[config.mk]
export PLATFORM = sky130hd
export DESIGN_NAME = cmp_sar_ctrl
export DESIGN_NICKNAME = d
export VERILOG_FILES = /design/src/rtl/cmp_sar_pkg.sv /design/src/rtl/cmp_sar_reg.sv /design/src/rtl/cmp_sar_ctrl.sv
export SDC_FILE = /design/constraint.sdc
export NUM_CORES = 1
export LEC_CHECK = 0
export ABC_CLOCK_PERIOD_IN_PS = 1700
export BUFFER_PORTS_ARGS = -buffer_cell sky130_fd_sc_hd__buf_2
export CORE_UTILIZATION = 45
export CTS_CLUSTER_DIAMETER = 120
export CTS_CLUSTER_SIZE = 24
export DETAILED_ROUTE_END_ITERATION = 16
export HOLD_SLACK_MARGIN = 0.06
export PLACE_DENSITY = 0.74
export SLEW_MARGIN = 20
export SYNTH_ARGS = -nofsm -noshare
export SYNTH_HDL_FRONTEND = slang
export SYNTH_SLANG_ARGS = --single-unit
[constraint.sdc]
create_clock -name clk_i -period 1.7 [get_ports clk_i]
set_clock_uncertainty 0.2 [all_clocks]
set_input_delay 0.085 -clock clk_i [delete_from_list [all_inputs] [get_ports clk_i]]
set_output_delay 0.085 -clock clk_i [all_outputs]
set_load 0.05 [all_outputs]
[src/rtl/cmp_sar_pkg.sv]
// Shared types and sizing helpers for the SAR comparator sequencer.
// Used by cmp_sar_ctrl and cmp_sar_reg.
package cmp_sar_pkg;

  typedef enum logic [1:0] {
    IDLE   = 2'd0,
    SETTLE = 2'd1,
    EVAL   = 2'd2,
    DONE   = 2'd3
  } state_e;

  // Holds either a round index (0..2) or a count of 1-votes (0..3).
  typedef logic [1:0] vote_t;

  localparam int unsigned VOTE_ROUNDS = 3;

  // Phase counter counts 0..max(SETTLE_CYC, TIMEOUT_CYC)-1.
  function automatic int cnt_width(input int settle_cyc, input int timeout_cyc);
    int m;
    m = (settle_cyc > timeout_cyc) ? settle_cyc : timeout_cyc;
    return (m > 1) ? $clog2(m) : 1;
  endfunction

endpackage

[src/rtl/cmp_sar_reg.sv]
// Trial/keep register of the SAR: loads the MSB trial, resolves one bit per decide
// and arms the next lower trial bit.
module cmp_sar_reg
  import cmp_sar_pkg::*;
#(
  parameter int N_BITS = 8,
  parameter int BIT_W  = 3
) (
  input  logic              clk_i,
  input  logic              rst_i,
  input  logic              load_i,
  input  logic              decide_i,
  input  logic              decision_i,
  input  logic [BIT_W-1:0]  bit_idx_i,
  output logic [N_BITS-1:0] dac_code_o,
  output logic [N_BITS-1:0] final_code_o
);

  localparam logic [N_BITS-1:0] LSB_ONE = N_BITS'(1);
  localparam logic [N_BITS-1:0] MSB_ONE = LSB_ONE << (N_BITS - 1);

  logic [N_BITS-1:0] code_q, code_d;
  logic [N_BITS-1:0] mask;

  assign mask         = LSB_ONE << bit_idx_i;
  assign final_code_o = decision_i ? (code_q | mask) : (code_q & ~mask);

  // On the LSB decision mask>>1 is zero, so the code settles on the final result.
  always_comb begin
    code_d = code_q;
    if (load_i) begin
      code_d = MSB_ONE;
    end else if (decide_i) begin
      code_d = final_code_o | (mask >> 1);
    end
  end

  always_ff @(posedge clk_i) begin
    if (rst_i) begin
      code_q <= '0;
    end else begin
      code_q <= code_d;
    end
  end

  assign dac_code_o = code_q;

endmodule

[src/rtl/cmp_sar_ctrl.sv]
// Successive-approximation sequencer for the UABC latch comparator and reference DAC.
// Define CMP_MAJORITY_EN to decide each bit by a 2-of-3 vote over three evaluate rounds.
module cmp_sar_ctrl
  import cmp_sar_pkg::*;
#(
  parameter int N_BITS      = 8,
  parameter int SETTLE_CYC  = 2,
  parameter int TIMEOUT_CYC = 4
) (
  input  logic              clk_i,
  input  logic              rst_i,
  input  logic              start_i,
  input  logic              cmp_out_i,
  input  logic              cmp_valid_i,
  output logic              cmp_en_o,
  output logic [N_BITS-1:0] dac_code_o,
  output logic              busy_o,
  output logic              done_o,
  output logic [N_BITS-1:0] result_o,
  output logic              timeout_err_o
);

  localparam int CNT_W = cnt_width(SETTLE_CYC, TIMEOUT_CYC);
  localparam int BIT_W = (N_BITS > 1) ? $clog2(N_BITS) : 1;

  localparam logic [CNT_W-1:0] SETTLE_LAST  = CNT_W'(SETTLE_CYC - 1);
  localparam logic [CNT_W-1:0] TIMEOUT_LAST = CNT_W'(TIMEOUT_CYC - 1);
  localparam logic [BIT_W-1:0] MSB_IDX      = BIT_W'(N_BITS - 1);

  state_e            state_q, state_d;
  logic [CNT_W-1:0]  cnt_q, cnt_d;
  logic [BIT_W-1:0]  bit_q, bit_d;
  logic              err_q, err_d;
  logic [N_BITS-1:0] result_q, result_d;

  logic              load;
  logic              decide;
  logic              decision;
  logic              round_end;
  logic              vote;
  logic [N_BITS-1:0] final_code;

`ifdef CMP_MAJORITY_EN
  vote_t round_q, round_d;
  vote_t ones_q, ones_d;
`endif

  cmp_sar_reg #(
    .N_BITS (N_BITS),
    .BIT_W  (BIT_W)
  ) u_reg (
    .clk_i        (clk_i),
    .rst_i        (rst_i),
    .load_i       (load),
    .decide_i     (decide),
    .decision_i   (decision),
    .bit_idx_i    (bit_q),
    .dac_code_o   (dac_code_o),
    .final_code_o (final_code)
  );

  always_ff @(posedge clk_i) begin
    if (rst_i) begin
      state_q  <= IDLE;
      cnt_q    <= '0;
      bit_q    <= '0;
      err_q    <= 1'b0;
      result_q <= '0;
`ifdef CMP_MAJORITY_EN
      round_q  <= '0;
      ones_q   <= '0;
`endif
    end else begin
      state_q  <= state_d;
      cnt_q    <= cnt_d;
      bit_q    <= bit_d;
      err_q    <= err_d;
      result_q <= result_d;
`ifdef CMP_MAJORITY_EN
      round_q  <= round_d;
      ones_q   <= ones_d;
`endif
    end
  end

  // A round ends on a valid decision or on timeout; a timed-out round votes 0.
  always_comb begin
    state_d   = state_q;
    cnt_d     = cnt_q;
    bit_d     = bit_q;
    err_d     = err_q;
    result_d  = result_q;
    load      = 1'b0;
    decide    = 1'b0;
    decision  = 1'b0;
    round_end = 1'b0;
    vote      = 1'b0;
`ifdef CMP_MAJORITY_EN
    round_d   = round_q;
    ones_d    = ones_q;
`endif

    case (state_q)
      IDLE, DONE: begin
        if (start_i) begin
          load    = 1'b1;
          state_d = SETTLE;
          cnt_d   = '0;
          bit_d   = MSB_IDX;
          err_d   = 1'b0;
`ifdef CMP_MAJORITY_EN
          round_d = '0;
          ones_d  = '0;
`endif
        end else begin
          state_d = IDLE;
        end
      end

      SETTLE: begin
        if (cnt_q == SETTLE_LAST) begin
          cnt_d   = '0;
          state_d = EVAL;
        end else begin
          cnt_d = cnt_q + 1'b1;
        end
      end

      EVAL: begin
        if (cmp_valid_i) begin
          round_end = 1'b1;
          vote      = cmp_out_i;
        end else if (cnt_q == TIMEOUT_LAST) begin
          round_end = 1'b1;
          err_d     = 1'b1;
        end else begin
          cnt_d = cnt_q + 1'b1;
        end

        if (round_end) begin
          cnt_d   = '0;
          state_d = SETTLE;
`ifdef CMP_MAJORITY_EN
          if (round_q != vote_t'(VOTE_ROUNDS - 1)) begin
            round_d = round_q + 1'b1;
            ones_d  = ones_q + {1'b0, vote};
          end else begin
            decide   = 1'b1;
            decision = ((ones_q + {1'b0, vote}) >= 2'd2);
            round_d  = '0;
            ones_d   = '0;
          end
`else
          decide   = 1'b1;
          decision = vote;
`endif
          if (decide) begin
            if (bit_q == '0) begin
              state_d  = DONE;
              result_d = final_code;
            end else begin
              bit_d = bit_q - 1'b1;
            end
          end
        end
      end

      default: state_d = IDLE;
    endcase
  end

  assign cmp_en_o      = (state_q == EVAL);
  assign busy_o        = (state_q == SETTLE) || (state_q == EVAL);
  assign done_o        = (state_q == DONE);
  assign result_o      = result_q;
  assign timeout_err_o = err_q;

endmodule

**After elaboration in Yosys (flattened, before gate mapping)**

Index checks and enable logic that the tools add are counted.

- $add $sub $neg: 2
- Equal/unequal tests: 13
- Shift-type cells: 1
- Muxes and demuxes: 32
- Bitwise logic cells: 4
- Reductions and logical operators: 12

Operator list:

| kind | count |
|---|---|
| $mux W8 | 3 |
| $mux W2 | 8 |
| $mux W1 | 14 |
| $pmux W2 S3 | 2 |
| $mux W3 | 3 |
| $and A8 B8 Y8 | 1 |
| $ne A2 B2 Y1 const B | 4 |
| $not A8 Y8 | 1 |
| $or A8 B7 Y8 | 1 |
| $or A8 B8 Y8 | 1 |
| $reduce_and A4 Y1 | 2 |
| $shl A1 B3 Y8 const A | 1 |
| $eq A2 B2 Y1 const B | 3 |
| $ne A3 B2 Y1 const B | 2 |
| $pmux W3 S2 | 1 |
| $reduce_and A3 Y1 | 2 |
| $eq A2 B1 Y1 const B | 2 |
| $ne A2 B1 Y1 const B | 2 |
| $reduce_bool A2 Y1 | 2 |
| $reduce_or A2 Y1 | 2 |
| $logic_not A3 Y1 | 1 |
| $sub A3 B1 Y3 const B | 1 |
| $add A2 B1 Y2 const B | 1 |
| $logic_not A2 Y1 | 1 |
| other kinds (3) | 3 |

- Bits in registers: 24
- Input port bits: 5
- Output and inout port bits: 20
- Logic and storage cells: 71

**Logic depth before layout (Yosys ltp)**

Gate-level depths: netlist of run 1.

- Depth in word-level cells: 10
- Gate-level depth with buffers: 7
- Mapped depth without buffers: 5

**By module**

A second synthesis of run 1 with hierarchy kept.

- Cells, all modules: 169
- Area, all modules: 1491.4 um^2

By module, submodules not included:

| module | times used | cells each | area an instance (um^2) | seq. area each (um^2) |
|---|---|---|---|---|
| cmp_sar_ctrl | 1 | 107 | 949.7 | 320.3 |
| cmp_sar_reg | 1 | 62 | 541.8 | 160.2 |

**Least setup slack after synthesis of run 1**

OpenSTA, ideal clock, no wires.

- Kind: register to register
- From: register state_q[0]
- To: register bit_q[0]
- Setup time: 132 ps
- Arrival time: 1672 ps
- Path slack: -304 ps
- Cell stages (with the launch flop): 8
- Path buffers: 2
- Period minus slack after synthesis: 2004 ps
- Path through: dfxtp_1 inv_1 ha_1 buf_4 and3b_1 buf_4 o31ai_1 a21oi_1

- Elaborated cells on any way between the ends: 10

RTL lines:

| what | RTL line | RTL |
|---|---|---|
| from (decl) | cmp_sar_ctrl.sv:30 | `state_e state_q, state_d;` |
| from (signal assigned) | cmp_sar_ctrl.sv:74 | `state_q <= state_d;` |
| $eq A2 B2 Y1 (*) | - |  |
| via cmp_en_o | cmp_sar_ctrl.sv:15 | `output logic cmp_en_o,` |
| $ne A2 B2 Y1 (no source line) (tied with other cells) | - |  |
| $reduce_and A4 Y1 (no source line) | - |  |
| to (signal assigned) | cmp_sar_ctrl.sv:76 | `bit_q <= bit_d;` |
| to (decl) | cmp_sar_ctrl.sv:32 | `logic [BIT_W-1:0] bit_q, bit_d;` |

Mark *: on every way through the listed nets, which the timed path passes. The rest lies on a longest branch.
A chain may end at the register's enable or synchronous reset.

**Final worst setup path of run 1**

- From: register state_q[0]
- To: register state_q[1]

- Word-level cells in the longest chain between the ends: 3
- Elaborated cells on any way between the ends: 9

RTL lines:

| what | RTL line | RTL |
|---|---|---|
| $eq A2 B2 Y1 (tied with other cells) | cmp_sar_ctrl.sv:103 | `case (state_q)` |
| $reduce_or A2 Y1 (tied with other cells) | cmp_sar_ctrl.sv:103 |  |
| $pmux W2 S3 or $reduce_and A2 Y1 (tied branches) | - |  |

Several ways; a longest one is shown, not always the timed one.

==> summary.md, run 1 <==
| Metric | Value |
|---|---|
| RSZ-0062 raised after global routing | no |
| Max Freq | 610 MHz |
| Top delay family on crit path | simple AND/OR/NAND/NOR gates |
| TritonCTS clock tree | yes |
| Synth Area in Simple Gates | 0.156 |
| Netlist cell types | 38 |
| Final ANT Viol Nets | 0 |
| Mapped Avg Cell Area | a little under 9 sq um |
| GP Congestion | roughly 0.84 |
| Area of the multi-input gates | 803 sq um |
| Post-route setup TNS | 0 ps |
| Core Box Area | ~0.0028 sq mm |
| WL final | 3320 um |
| HPWL after detailed placement | 2300 um |
| Post-DR wirelength/cell | 15.5 um |
| Crit path max fanout | 11 |
| Startpoint Class | flop |
| DRC viols | 0 |
| Effective utilization at floorplan | 0.473 |
| Share of layout cells above drive strength 1 | 0.333 |
| Critical path, cell by cell | inv_1, ha_4, or3b_4, o2111ai_1, a21oi_1 |
| Worst-margin pin slew | 360 ps |
| VDD IR max | 0.000667 V |
| Hold Crit Class | flop to flop |
| Fill count | approximately 240 |
| Post-synthesis compound-gate area fraction | 0.238 |
| XOR/XNOR share of the synthesized area | 0 |
| Status | completed |
| Hold depth | 2 |
| Mapped Cells | ~150 |
| Initial DRC Count | 36 |
| #FFs+latches synth | 24 |
| Die height | approximately 56 um |
| CTS root buffer | clkbuf_4 |
| Buf+Inv Stages, Crit Path | 1 |
| Chip width | 55.9 um |
| Adder-Cell Fraction of Synth Area | 0.105 |
| Sinks on the clock net | 24 |
| N_diodes | 0 |
| DR vias | roughly 1300 |
| Worst setup EP type | flop |
| Die Area | just over 0.003 sq mm |
| Deepest clock path buffer count | 2 |
| Vias in the first global route | 1096 |
| Global route overflow | 0 |
| Largest net degree at the start of global routing | 19 |
| Reg area | about 480 sq um |
| Port-buffer cells | 24 |
| R2R depth | 5 |
| Largest family of logic cells by synthesized area | compound AO/OA/AOI/OAI gates |
| Synth Net Count | about 160 |
| First-pass GRT wire length | ~5000 um |
| Hold Violations, Final | 0 |
| Mux cell area share after synthesis | 0.0623 |
| CTS clk-pin slew, worst paths | roughly 140 ps |
| Via density | between 5 and 6 |
| CP Depth | 5 |
| Yosys warns | 0 |
| Num rows | 19 |
| CP max-delay cell | or3b_4 |
| Power density over cell area | approximately 890 mW/mm^2 |
| Slew headroom | 0.760 |
| Tmin final | around 1600 ps |
| Worst path required time | 1720 ps |
| H-tree levels | 1 |
| Io pins | 25 |
| Pre-CTS setup slack | -88.0 ps |
| All-Layer GR Usage | 0.203 |
| Post-Syn Area | roughly 0.0013 sq mm |
| Max-slew violation count | 0 |
| Leak Pwr | between 0.7 and 0.8 nW |
| Clock network latency to the later pin of the worst-skew pair | around 330 ps |
| Drt pass-1 iters | 4 |
| Max-cap violations | 0 |
| CTS Buf Count | 3 |
| Post-synthesis sequential area ratio | 0.368 |
| Final setup viols | 0 |
| Worst path arrival time | about 1700 ps |
| Fin worst setup slack | 61.7 ps |
| CP peak stage delay | between 400 and 500 ps |
| Initial antenna violation count | 0 |
| Final worst-path cycle share | 0.964 |
| Setup CP Type | flop to flop |
| Layout area overhead | 27.6% |
| Final net count | 200 |
## power breakdown
group          switching, mW  internal (mW)
logic                  0.248          0.181
clock network          0.193          0.239
registers             0.0251          0.595
total                  0.466           1.01
## cell usage in the layout, fill, tap and decap left out, types with 2 or more instances in the layout
cell / n
nand2_1: 7
dfxtp_2: 3
nand4_1: 3
clkbuf_4: 4
o21ai_2: 2
o21ai_1: 3
nand3_1: 3
o21ai_0: 10
a31oi_1: 6
mux2i_1: 6
nor2b_1: 4
buf_2: 23
a21oi_1: 18
inv_1: 8
dlygate4sd3_1: 4
and3b_1: 3
buf_4: 12
a211oi_1: 5
dfxtp_1: 21
ha_1: 10
nor2b_2: 2
nor2_1: 2
## stage by stage
step	cell area [sq um]	hold WS [ps]	utilization	total power, mW	std cells
floorplan	1320	58.0	-	0.903	148
global placement	1510	192	0.548	1.01	205
detailed placement	1510	198	0.548	1.02	205
CTS	1610	289	0.584	1.45	213
global route	1670	319	0.604	1.55	214
finish	1670	287	0.604	1.48	214
## synth_stat cells
| cell | count | share of area |
|---|---|---|
| ha_1 | 11 | 0.11 |
| clkbuf_1 | 3 | 0.0086 |
| o21ai_1 | 4 | 0.015 |
| dfxtp_1 | 24 | 0.37 |
| nand3_1 | 3 | 0.012 |
| o21a_2 | 1 | 0.0067 |
| buf_2 | 4 | 0.015 |
| nor2_2 | 1 | 0.0048 |
| nor2b_1 | 6 | 0.029 |
| o21ai_2 | 1 | 0.0067 |
| buf_4 | 2 | 0.012 |
| o21ai_0 | 10 | 0.038 |
| nand4bb_1 | 1 | 0.0086 |
| nor3_1 | 1 | 0.0038 |
| o31ai_1 | 1 | 0.0058 |
| nor2_1 | 3 | 0.0086 |
| or3b_1 | 1 | 0.0067 |
| a311oi_1 | 1 | 0.0067 |
| nand2_1 | 7 | 0.020 |
| inv_1 | 8 | 0.023 |
| and3b_1 | 3 | 0.020 |
| buf_6 | 1 | 0.0086 |
| and3_1 | 1 | 0.0048 |
| a31oi_1 | 6 | 0.029 |
| nand4_1 | 3 | 0.014 |
| o2111ai_1 | 1 | 0.0067 |
| a21oi_1 | 18 | 0.069 |
| nor3b_1 | 1 | 0.0058 |
| nand3b_2 | 1 | 0.0086 |
| o211ai_1 | 1 | 0.0058 |
| or2_1 | 1 | 0.0048 |
| mux2_2 | 1 | 0.0086 |
| a221oi_1 | 1 | 0.0067 |
| a211oi_1 | 6 | 0.035 |
| nand2b_1 | 1 | 0.0048 |
| mux2i_1 | 7 | 0.054 |
| inv_2 | 1 | 0.0029 |
| o32ai_1 | 1 | 0.0067 |
## metal layers
layer,global-route usage,share of wire,vias to the layer above
li1,-,-,608
met1,0.259,0.44,613
met2,0.343,0.50,34
met3,0.0326,0.038,7
met4,0.0801,0.018,0
met5,0,0,-
## tightest hold or removal path: stages, from the launching register on
cell and delay, ps:
dfxtp_1 330, o21ai_0 70, a21oi_1 60
## final timing paths
check,start,to,slack [ps]
max reg2reg,state_q[0],state_q[1],60
max,state_q[0],state_q[1],60
min reg2reg,timeout_err_o,timeout_err_o,290
min,timeout_err_o,timeout_err_o,290
## state kept, by name (all words and copies together) (netlist names)
signal / flops
u_reg.dac_code_o: 8
result_o: 8
bit_q: 3
cnt_q: 2
state_q: 2
timeout_err_o: 1
## area by class of cell
class                           count  area share
Timing Repair Buffer               40       0.152
Clock inverter                      1      0.0180
Tap cell                           31      0.0233
Inverter                            9      0.0203
Multi-Input combinational cell    106       0.482
Sequential cell                    24       0.291
Clock buffer                        3      0.0135
## cells by family after synthesis
group | count (synthesis)
DFF | 24
AOI/OAI and AO/OA | 52
and+or+nand+nor | 34
adders and majority gates | 11
muxes | 8
buffers and inverters | 19
## repair_timing
| item | in CTS | in global routing |
|---|---|---|
| buffers inserted | 0 | 0 |
| setup endpoints to repair | 9 | 13 |
| hold endpoints to repair | 18 | 0 |
| hold buffers | 4 | 0 |
| gates resized for setup | 4 | 12 |
| cloned | 0 | 1 |
Note: power is estimated with default switching activity, not from simulation.
==> run 2, diff against run 1 <==
- BUFFER_PORTS_ARGS: -buffer_cell sky130_fd_sc_hd__buf_2 -> not set
- CORE_ASPECT_RATIO: not set -> 1.1
- DONT_BUFFER_PORTS: not set -> 1
- PLACE_DENSITY: 0.74 -> 0.66
==> summary.md, run 2 (synthesized netlist as in run 1, its figures left out) <==
| Metric | Value |
|---|---|
| Status | finished with violations |
| Failing checks | hold timing |
| Worst-margin pin slew | about 490 ps |
| Num rows | 20 |
| Pre-CTS setup slack | between 30 and 40 ps |
| Die Area | a little over 0.003 sq mm |
| GRT met3 Usage | 0.0284 |
| Hold Crit Class | input pin to flop |
| Share of layout cells above drive strength 1 | 0.310 |
| Hold buffers post-CTS | 2 |
| Initial DRC Count | 13 |
| Final total power | ~1.4 mW |
| WL final | ~3000 um |
| Port-buffer cells | 0 |
| Crit path max fanout | 6 |
| Initial antenna violation count | 0 |
| Most common cell after layout, fill and taps aside | buf_4 |
| Core Box Area | about 0.0028 sq mm |
| Final ANT Viol Nets | 0 |
| Worst path arrival time | about 1700 ps |
| Clock network latency to the later pin of the worst-skew pair | approximately 320 ps |
| DR vias | between 1000 and 1500 |
| Power density over cell area | slightly below 900 mW/mm^2 |
| Final net count | 188 |
| Most frequent cells in the layout | 25 x buf_4, 22 x dfxtp_1, 18 x a21oi_1 |
| Worst setup EP type | flop |
| DRC viols | 0 |
| Fin worst setup slack | 73.8 ps |
| H-tree levels | 1 |
| Worst path required time | roughly 1800 ps |
| Startpoint Class | flop |
| VDD IR max | just under 0.0005 V |
| Slew headroom | 0.673 |
| HPWL after detailed placement | around 2200 um |
| Drt pass-1 iters | 4 |
| Effective utilization at floorplan | 0.474 |
| Hold slack | -390 ps |
| CTS Buf Count | 3 |
| Layout area overhead | 23.6% |
| Via density | between 5 and 6 |
| Most used routing layer | met2 |
| CTS clk-pin slew, worst paths | ~140 ps |
| CTS root buffer | clkbuf_4 |
| Area of the multi-input gates | 778 sq um |
| GR Layer Usage met1 | 0.287 |
| Chip width | between 50 and 60 um |
| Deepest clock path buffer count | 2 |
| Leak Pwr | about 0.66 nW |
| Die height | 58.5 um |
| Tmin final | 1630 ps |
| Met2 GRT Util | 0.325 |
| All-Layer GR Usage | 0.208 |
| Vias in the first global route | 1030 |
| Reg area | between 400 and 500 sq um |
| Io pins | 25 |
| Sinks on the clock net | 24 |
| First-pass GRT wire length | 4730 um |
| Max-slew violation count | 0 |
| Fill count | between 200 and 300 |
| Setup CP Type | flop to flop |
| Global route overflow | 0 |
| N_diodes | 0 |
| Final setup viols | 0 |
| Post-DR wirelength/cell | between 10 and 15 um |
| Max Freq | roughly 600 MHz |
| Max-cap violations | 0 |
| GP Congestion | approximately 0.9 |
| Hold Violations, Final | 24 |
| TritonCTS clock tree | yes |
| Final worst-path cycle share | 0.957 |
| Largest net degree at the start of global routing | 19 |
run 2: cell types whose count changed in the layout (fill, tap and decap cells not counted), sizes merged:
cell         change
and3b            -1
buf              -9
dlygate4sd3      -2
run 2: layout make-up:
class | count | area share
clock buffers | 3 | 0.0140
clock inverters | 1 | 0.0186
inverters | 9 | 0.0209
multi-input cells | 105 | 0.483
flip-flops and latches | 24 | 0.299
well taps | 33 | 0.0256
repair buffers | 29 | 0.139
run 2: metrics by stage:
stage / util / hold WS (ps) / cell area [sq um] / TNS [ps] / cells
floorplan: - / 58.0 / 1320 / 0 / 148
global placement: 0.544 / -47.9 / 1500 / 0 / 197
detailed placement: 0.544 / -43.3 / 1500 / 0 / 197
CTS: 0.570 / -399 / 1570 / 0 / 203
global route: 0.586 / -406 / 1610 / -44.8 / 204
finish: 0.586 / -390 / 1610 / 0 / 204
run 2: where the power goes:
part	internal, mW	switching [mW]
clock network	0.238	0.184
registers	0.595	0.0347
logic	0.163	0.219
run 2: path summary, 6_finish.rpt:
kind / startpoint / to / slack (ps) / cells past startpoint
min reg2reg: timeout_err_o / timeout_err_o / 290 / 2
max reg2reg: state_q[0] / bit_q[0] / 70 / 6
min: rst_i / u_reg.dac_code_o[7] / -390 / 1
max: state_q[0] / bit_q[0] / 70 / 6
run 2: critical path, stage by stage (launching register included):
cell,delay (ps)
dfxtp_2,390
inv_2,50
ha_4,300
mux2i_1,250
buf_4,170
o31ai_2,60
a21oi_1,140
run 2: what timing repair did:
item,in CTS,in global routing
endpoints found under the setup margin,0,19
hold endpoints to repair,24,24
resized for setup,0,15
setup buffers,0,1
run 2: per-layer routing:
layer / wire [um] / share of wire / vias up
met5: 0 / 0 / -
met4: 46 / 0.015 / 0
met3: 88 / 0.029 / 5
met2: 1430 / 0.48 / 18
met1: 1440 / 0.48 / 534
li1: - / - / 587
